**src/rtl/nibble_parity_framer_if.sv**
```systemverilog
// Nibble stream in, frame parity/count/overflow result out.
// Both sides use a valid/ready handshake.
interface nibble_parity_framer_if #(
    parameter int LEN_W = 8
);
    logic             in_valid;
    logic             in_ready;
    logic [3:0]       in_nibble;
    logic             in_last;
    logic             out_valid;
    logic             out_ready;
    logic             out_parity;
    logic [LEN_W-1:0] out_count;
    logic             out_ovf;

    modport master (
        output in_valid, in_nibble, in_last, out_ready,
        input  in_ready, out_valid, out_parity, out_count, out_ovf
    );

    modport slave (
        input  in_valid, in_nibble, in_last, out_ready,
        output in_ready, out_valid, out_parity, out_count, out_ovf
    );
endinterface

```
**src/rtl/nibble_parity_framer.sv**
```systemverilog
// Frame-level parity accumulator over a nibble stream.
// PARITY_EVEN_EN: invert out_parity (1 on an even count of ones).
module nibble_parity_framer #(
    parameter int LEN_W = 8
) (
    input  logic                   clk,
    input  logic                   aresetn,
    nibble_parity_framer_if.slave  bus
);
`ifdef PARITY_EVEN_EN
    localparam logic INV = 1'b1;
`else
    localparam logic INV = 1'b0;
`endif

    typedef enum logic [1:0] {IDLE, ACC, DONE} state_t;

    state_t           state;
    logic             acc;
    logic [LEN_W-1:0] cnt;
    logic             ovf;
    logic             in_ready_q;
    logic             out_valid_q;
    logic             out_par_q;
    logic [LEN_W-1:0] out_cnt_q;
    logic             out_ovf_q;

    logic             p;
    logic             accept;
    logic             f_par;
    logic [LEN_W-1:0] f_cnt;
    logic             f_ovf;

    assign p      = ^bus.in_nibble;
    assign accept = bus.in_valid & in_ready_q;

    // Running values after absorbing the current nibble.
    always_comb begin
        f_par = p;
        f_cnt = LEN_W'(1);
        f_ovf = 1'b0;
        if (state == ACC) begin
            f_par = acc ^ p;
            f_ovf = ovf;
            if (&cnt) begin
                f_cnt = cnt;
                f_ovf = 1'b1;
            end else begin
                f_cnt = cnt + LEN_W'(1);
            end
        end
    end

    always_ff @(posedge clk or negedge aresetn) begin
        if (!aresetn) begin
            state       <= IDLE;
            acc         <= 1'b0;
            cnt         <= '0;
            ovf         <= 1'b0;
            in_ready_q  <= 1'b0;
            out_valid_q <= 1'b0;
            out_par_q   <= 1'b0;
            out_cnt_q   <= '0;
            out_ovf_q   <= 1'b0;
        end else begin
            unique case (state)
                IDLE, ACC: begin
                    in_ready_q <= 1'b1;
                    if (accept) begin
                        acc <= f_par;
                        cnt <= f_cnt;
                        ovf <= f_ovf;
                        if (bus.in_last) begin
                            state       <= DONE;
                            in_ready_q  <= 1'b0;
                            out_valid_q <= 1'b1;
                            out_par_q   <= f_par ^ INV;
                            out_cnt_q   <= f_cnt;
                            out_ovf_q   <= f_ovf;
                        end else begin
                            state <= ACC;
                        end
                    end
                end
                DONE: begin
                    if (bus.out_ready) begin
                        state       <= IDLE;
                        in_ready_q  <= 1'b1;
                        out_valid_q <= 1'b0;
                        out_par_q   <= 1'b0;
                        out_cnt_q   <= '0;
                        out_ovf_q   <= 1'b0;
                    end
                end
                default: begin
                    state      <= IDLE;
                    in_ready_q <= 1'b1;
                end
            endcase
        end
    end

    assign bus.in_ready   = in_ready_q;
    assign bus.out_valid  = out_valid_q;
    assign bus.out_parity = out_par_q;
    assign bus.out_count  = out_cnt_q;
    assign bus.out_ovf    = out_ovf_q;
endmodule

```
**src/flat_wrapper.sv**
```systemverilog
// flat-port wrapper written by rule: the top's interface ports become plain ports
module nibble_parity_framer_flat 
#(
    parameter int LEN_W = 8
)
  (clk, aresetn, bus_in_valid, bus_in_nibble, bus_in_last, bus_out_ready, bus_in_ready, bus_out_valid, bus_out_parity, bus_out_count, bus_out_ovf);
  nibble_parity_framer_if #(.LEN_W(LEN_W)) bus_i ();
  input  logic clk;
  input  logic aresetn;
  input wire logic [$bits(bus_i.in_valid)-1:0] bus_in_valid;
  input wire logic [$bits(bus_i.in_nibble)-1:0] bus_in_nibble;
  input wire logic [$bits(bus_i.in_last)-1:0] bus_in_last;
  input wire logic [$bits(bus_i.out_ready)-1:0] bus_out_ready;
  output wire logic [$bits(bus_i.in_ready)-1:0] bus_in_ready;
  output wire logic [$bits(bus_i.out_valid)-1:0] bus_out_valid;
  output wire logic [$bits(bus_i.out_parity)-1:0] bus_out_parity;
  output wire logic [$bits(bus_i.out_count)-1:0] bus_out_count;
  output wire logic [$bits(bus_i.out_ovf)-1:0] bus_out_ovf;
  assign bus_i.in_valid = bus_in_valid;
  assign bus_i.in_nibble = bus_in_nibble;
  assign bus_i.in_last = bus_in_last;
  assign bus_i.out_ready = bus_out_ready;
  assign bus_in_ready = bus_i.in_ready;
  assign bus_out_valid = bus_i.out_valid;
  assign bus_out_parity = bus_i.out_parity;
  assign bus_out_count = bus_i.out_count;
  assign bus_out_ovf = bus_i.out_ovf;
  nibble_parity_framer #(.LEN_W(LEN_W)) u_core (.clk(clk), .aresetn(aresetn), .bus(bus_i));
endmodule
```
**config.mk**
```make
export PLATFORM = sky130hd
export DESIGN_NAME = nibble_parity_framer_flat
export DESIGN_NICKNAME = d
export VERILOG_FILES = /design/src/rtl/nibble_parity_framer_if.sv /design/src/rtl/nibble_parity_framer.sv /design/src/flat_wrapper.sv
export SDC_FILE = /design/constraint.sdc
export NUM_CORES = 1
export LEC_CHECK = 0
export ABC_AREA = 1
export ABC_CLOCK_PERIOD_IN_PS = 1700
export CAP_MARGIN = 20
export CORE_MARGIN = 2
export CORE_UTILIZATION = 45
export DETAILED_ROUTE_END_ITERATION = 10
export PLACE_DENSITY = 0.79
export REMOVE_ABC_BUFFERS = 1
export SLEW_MARGIN = 0
export SYNTH_ARGS = -nofsm -noshare
export SYNTH_HDL_FRONTEND = slang
export SYNTH_SLANG_ARGS = --single-unit
export TNS_END_PERCENT = 1
```
**constraint.sdc**
```tcl
create_clock -name clk -period 1.7 [get_ports clk]
set_input_delay 0.34 -clock clk [delete_from_list [all_inputs] [get_ports clk]]
set_output_delay 0.34 -clock clk [all_outputs]
set_load 0.1 [all_outputs]
```
==> flow_summary.json <==
{
  "grtUsageTotal_pct": 17.26,
  "gp_congestion": 0.8390,
  "estimated_wirelength_of_the_detail_placed_design_um": 1993,
  "main_combinational_cell_family_by_area_after_synthesis": "simple AND/OR/NAND/NOR gates",
  "final_max_slew_viol_count": 0,
  "fin_skew_ps": 3.037,
  "chipWidth_um": 57.52,
  "power.density_nw_per_um2": 1095,
  "placed_cells_incl_taps": 233,
  "grt.overflow.total": 0,
  "route.detailed.wl_per_inst_um": 10.93,
  "cts.hold.buffers_added": 0,
  "comb_power_share_pct": 46.5,
  "antenna_found_initial": 0,
  "firstDrtPassIters": 4,
  "critical_path_class": "reg -> reg",
  "count_of_antenna_diodes_in_the_layout": 0,
  "die_span_y_um": 57.52,
  "clock_power_share_pct": 13.5,
  "final-setup-viol-count": 0,
  "setup_total_negative_slack_ps": 0,
  "area_growth_synth_to_finish_pct": 31.55,
  "synth.mux.area_fraction_pct": 0,
  "synth_seq_area_share_pct": 46.60,
  "path_clk_slew_ps": 130,
  "critical_path.reg2reg.startpoint": "u_core.cnt[1]",
  "cts_setup_buffers": 0,
  "max_cap_viol_count": 0,
  "worstSetupStartpointType": "register",
  "fin_crit_ps": 1461,
  "critical_path.max_stage_delay_ps": 440,
  "root_buffer": "clkbuf_4",
  "critical_path.endpoint_type": "register",
  "dr_total_vias": 1188,
  "floorplan.die_area_um2": 3308,
  "clk_latency_ps": 310,
  "vias_in_the_first_global_route": 1137,
  "via_per_inst": 5.034,
  "synthAdderAreaFrac_pct": 0.9709,
  "port_buffers": 20,
  "clock_tree_from_tritoncts": "done",
  "synthesized_area_fraction_occupied_by_and_or_nand_nor_cells_pct": 39.42,
  "post-route-worst-setup-slack_ps": 238.9,
  "post_route_cells_drive_above_1_share_pct": 15.61,
  "worst_r2r_path_depth": 7,
  "final_antenna_net_count": 0,
  "dpl_worst_slack_ps": 103.7,
  "utilization_pct": 62.01,
  "fin_cells": 236,
  "timing.critical_path.slowest_stage_cell": "dfrtp_1",
  "finalWirelength_um": 2580,
  "achievable-frequency_ghz": 0.6844,
  "status": "complete, no violations",
  "p_switching_w": 0.0008221,
  "syn_inst_count": 179,
  "hold_path.class": "in -> async",
  "post_cts_gate_resize_count": 0,
  "rsz0062_at_grt": "false",
  "power_switching_share_pct": 44.29,
  "synth-compound-area-share_pct": 4.466,
  "avgSynthCellArea_um2": 7.200,
  "synth-seq-cells": 24,
  "first_iteration_detailed_routing_drc_count": 19,
  "starting_density_of_the_core_pct": 47.14,
  "nNetsFinal": 217,
  "p_seq_share_pct": 40.1,
  "num_rows": 19,
  "ys.warnings.count": 0,
  "synth_xor_area_share_pct": 0,
  "cts.sink_count": 24,
  "syn-cell-area_um2": 1289,
  "io_pins": 21,
  "timing_hold_violations_final": 0,
  "clock_path_buffers": 2,
  "maximum_level_of_the_cts_h_tree": 1,
  "timing.critical_path.required_ps": 1950,
  "cp_max_fo": 7,
  "core_um2": 2734,
  "drc": 0,
  "timing.final.crit_share_pct": 85.94,
  "slew-limit-headroom_pct": 80.08,
  "r2r-end": "u_core.ovf",
  "synth_cell_types": 19,
  "maximum_number_of_pins_on_one_net_before_global_route_repair": 25,
  "worst_path_most_repeated_cell": "nand2_2",
  "worst_pin_slew_ps": 298.7,
  "worst_ep_arrival_time_ps": 1710,
  "p_int_w": 0.001034,
  "max-vdd-ir-drop_mv": 1.119,
  "power_w": 0.001856,
  "cp_cell_sequence": "ha_1, nand2_2, nor2_2, nand2_2, a21oi_1, nand2_1, o21ai_1",
  "grt_first_pass_wirelength_um": 4560,
  "cts_buffers": 3,
  "leak_pwr_nw": 0.8885,
  "ff2ff_setup_slack_ps": 240,
  "fill_cells": 234
}
-- cell usage after synthesis --
| master | number | area (um2) |
|---|---|---|
| nand2_1 | 72 | 270.3 |
| dfrtp_1 | 24 | 600.6 |
| nand3_1 | 23 | 115.1 |
| inv_1 | 21 | 78.83 |
| nor2_1 | 8 | 30.03 |
| o21ai_0 | 7 | 35.03 |
| nand4_1 | 4 | 25.02 |
| inv_2 | 3 | 11.26 |
| nand2_2 | 3 | 18.77 |
| nor2_2 | 3 | 18.77 |
| a21oi_1 | 2 | 10.01 |
| nor2_4 | 2 | 22.52 |
| buf_1 | 1 | 3.750 |
| buf_2 | 1 | 5.000 |
| buf_6 | 1 | 11.26 |
| ha_1 | 1 | 12.51 |
| nand3b_1 | 1 | 7.510 |
| o21ai_1 | 1 | 5.000 |
| o21bai_1 | 1 | 7.510 |
-- logic make-up (layout without fill, tap and decap cells) --
family                     Yosys count  in the layout
and+or+nand+nor                    116            116
buffers and inverters               27             53
DFF                                 24             24
AOI/OAI and AO/OA                   11             11
adders and majority gates            1              1
-- registers in the layout (all words and copies together) (netlist names) --
| signal | flops |
|---|---|
| u_core.cnt | 8 |
| u_core.ovf | 1 |
| u_core.bus.out_parity | 1 |
| u_core.bus.out_valid | 1 |
| u_core.bus.out_count | 8 |
| u_core.bus.in_ready | 1 |
| u_core.state | 2 |
| u_core.bus.out_ovf | 1 |
| u_core.acc | 1 |
-- final cells by class --
| cell class | count | area, um2 | share of cell area, % |
|---|---|---|---|
| repair buffers | 26 | 365.4 | 21.55 |
| flip-flops and latches | 24 | 600.6 | 35.42 |
| well taps | 31 | 38.79 | 2.288 |
| inverters | 24 | 90.09 | 5.314 |
| multi-input cells | 128 | 578.1 | 34.10 |
| clock buffers | 3 | 22.52 | 1.328 |
-- per-stage QoR --
stage	hold WS (ps)	cell area, um2
floorplan	44.41	1269
global placement	468.7	1673
detailed placement	479.2	1673
CTS	368.4	1695
global route	372.0	1695
finish	358.9	1695
-- worst max-delay path, delay by kind of cell, from the launching register on --
family                   cells  cell delay (ps)
AND/OR/NAND/NOR              4              460
flip-flops                   1              440
AO/OA/AOI/OAI                2              260
adder cells (fa/ha/maj)      1              230
-- power by group through the flow --
stage / Sequential, W / Clock, W / Combinational, W
floorplan: 0.00104 / 0 / 0.000228
global placement: 0.000754 / 0 / 0.000857
detailed placement: 0.000751 / 0 / 0.000867
CTS: 0.000744 / 0.000259 / 0.000869
global route: 0.000754 / 0.000280 / 0.000924
finish: 0.000744 / 0.000250 / 0.000863
-- layer usage --
metal,global-route usage (%),wire [um],vias to the layer above
met5,0,0,-
met4,3.987,31,0
met3,4.535,106,4
met2,30.19,1296,26
met1,21.22,1145,547
li1,-,-,611
-- cells in the final DEF (no fill, tap or decap), drive strengths merged --
cell type / count
ha: 1
clkdlybuf4s50: 8
o21ai: 8
dfrtp: 24
nand4: 4
o21bai: 1
a21oi: 2
clkbuf: 3
nand3b: 1
nor2: 13
inv: 24
nand2: 75
nand3: 23
buf: 18
-- how the worst max path moves through the flow --
stage,slack [ps],end,depth (start not counted),from
CTS,260,u_core.ovf,7,u_core.cnt[0]
global placement,130,u_core.bus.out_valid,8,bus_in_valid
global route,110,u_core.bus.out_ovf,7,u_core.cnt[0]
finish,240,u_core.ovf,7,u_core.cnt[1]
floorplan,-370,u_core.bus.out_count[6],7,u_core.bus.in_ready
detailed placement,100,u_core.bus.in_ready,8,bus_in_valid
Power figures use the tool's default switching activity.
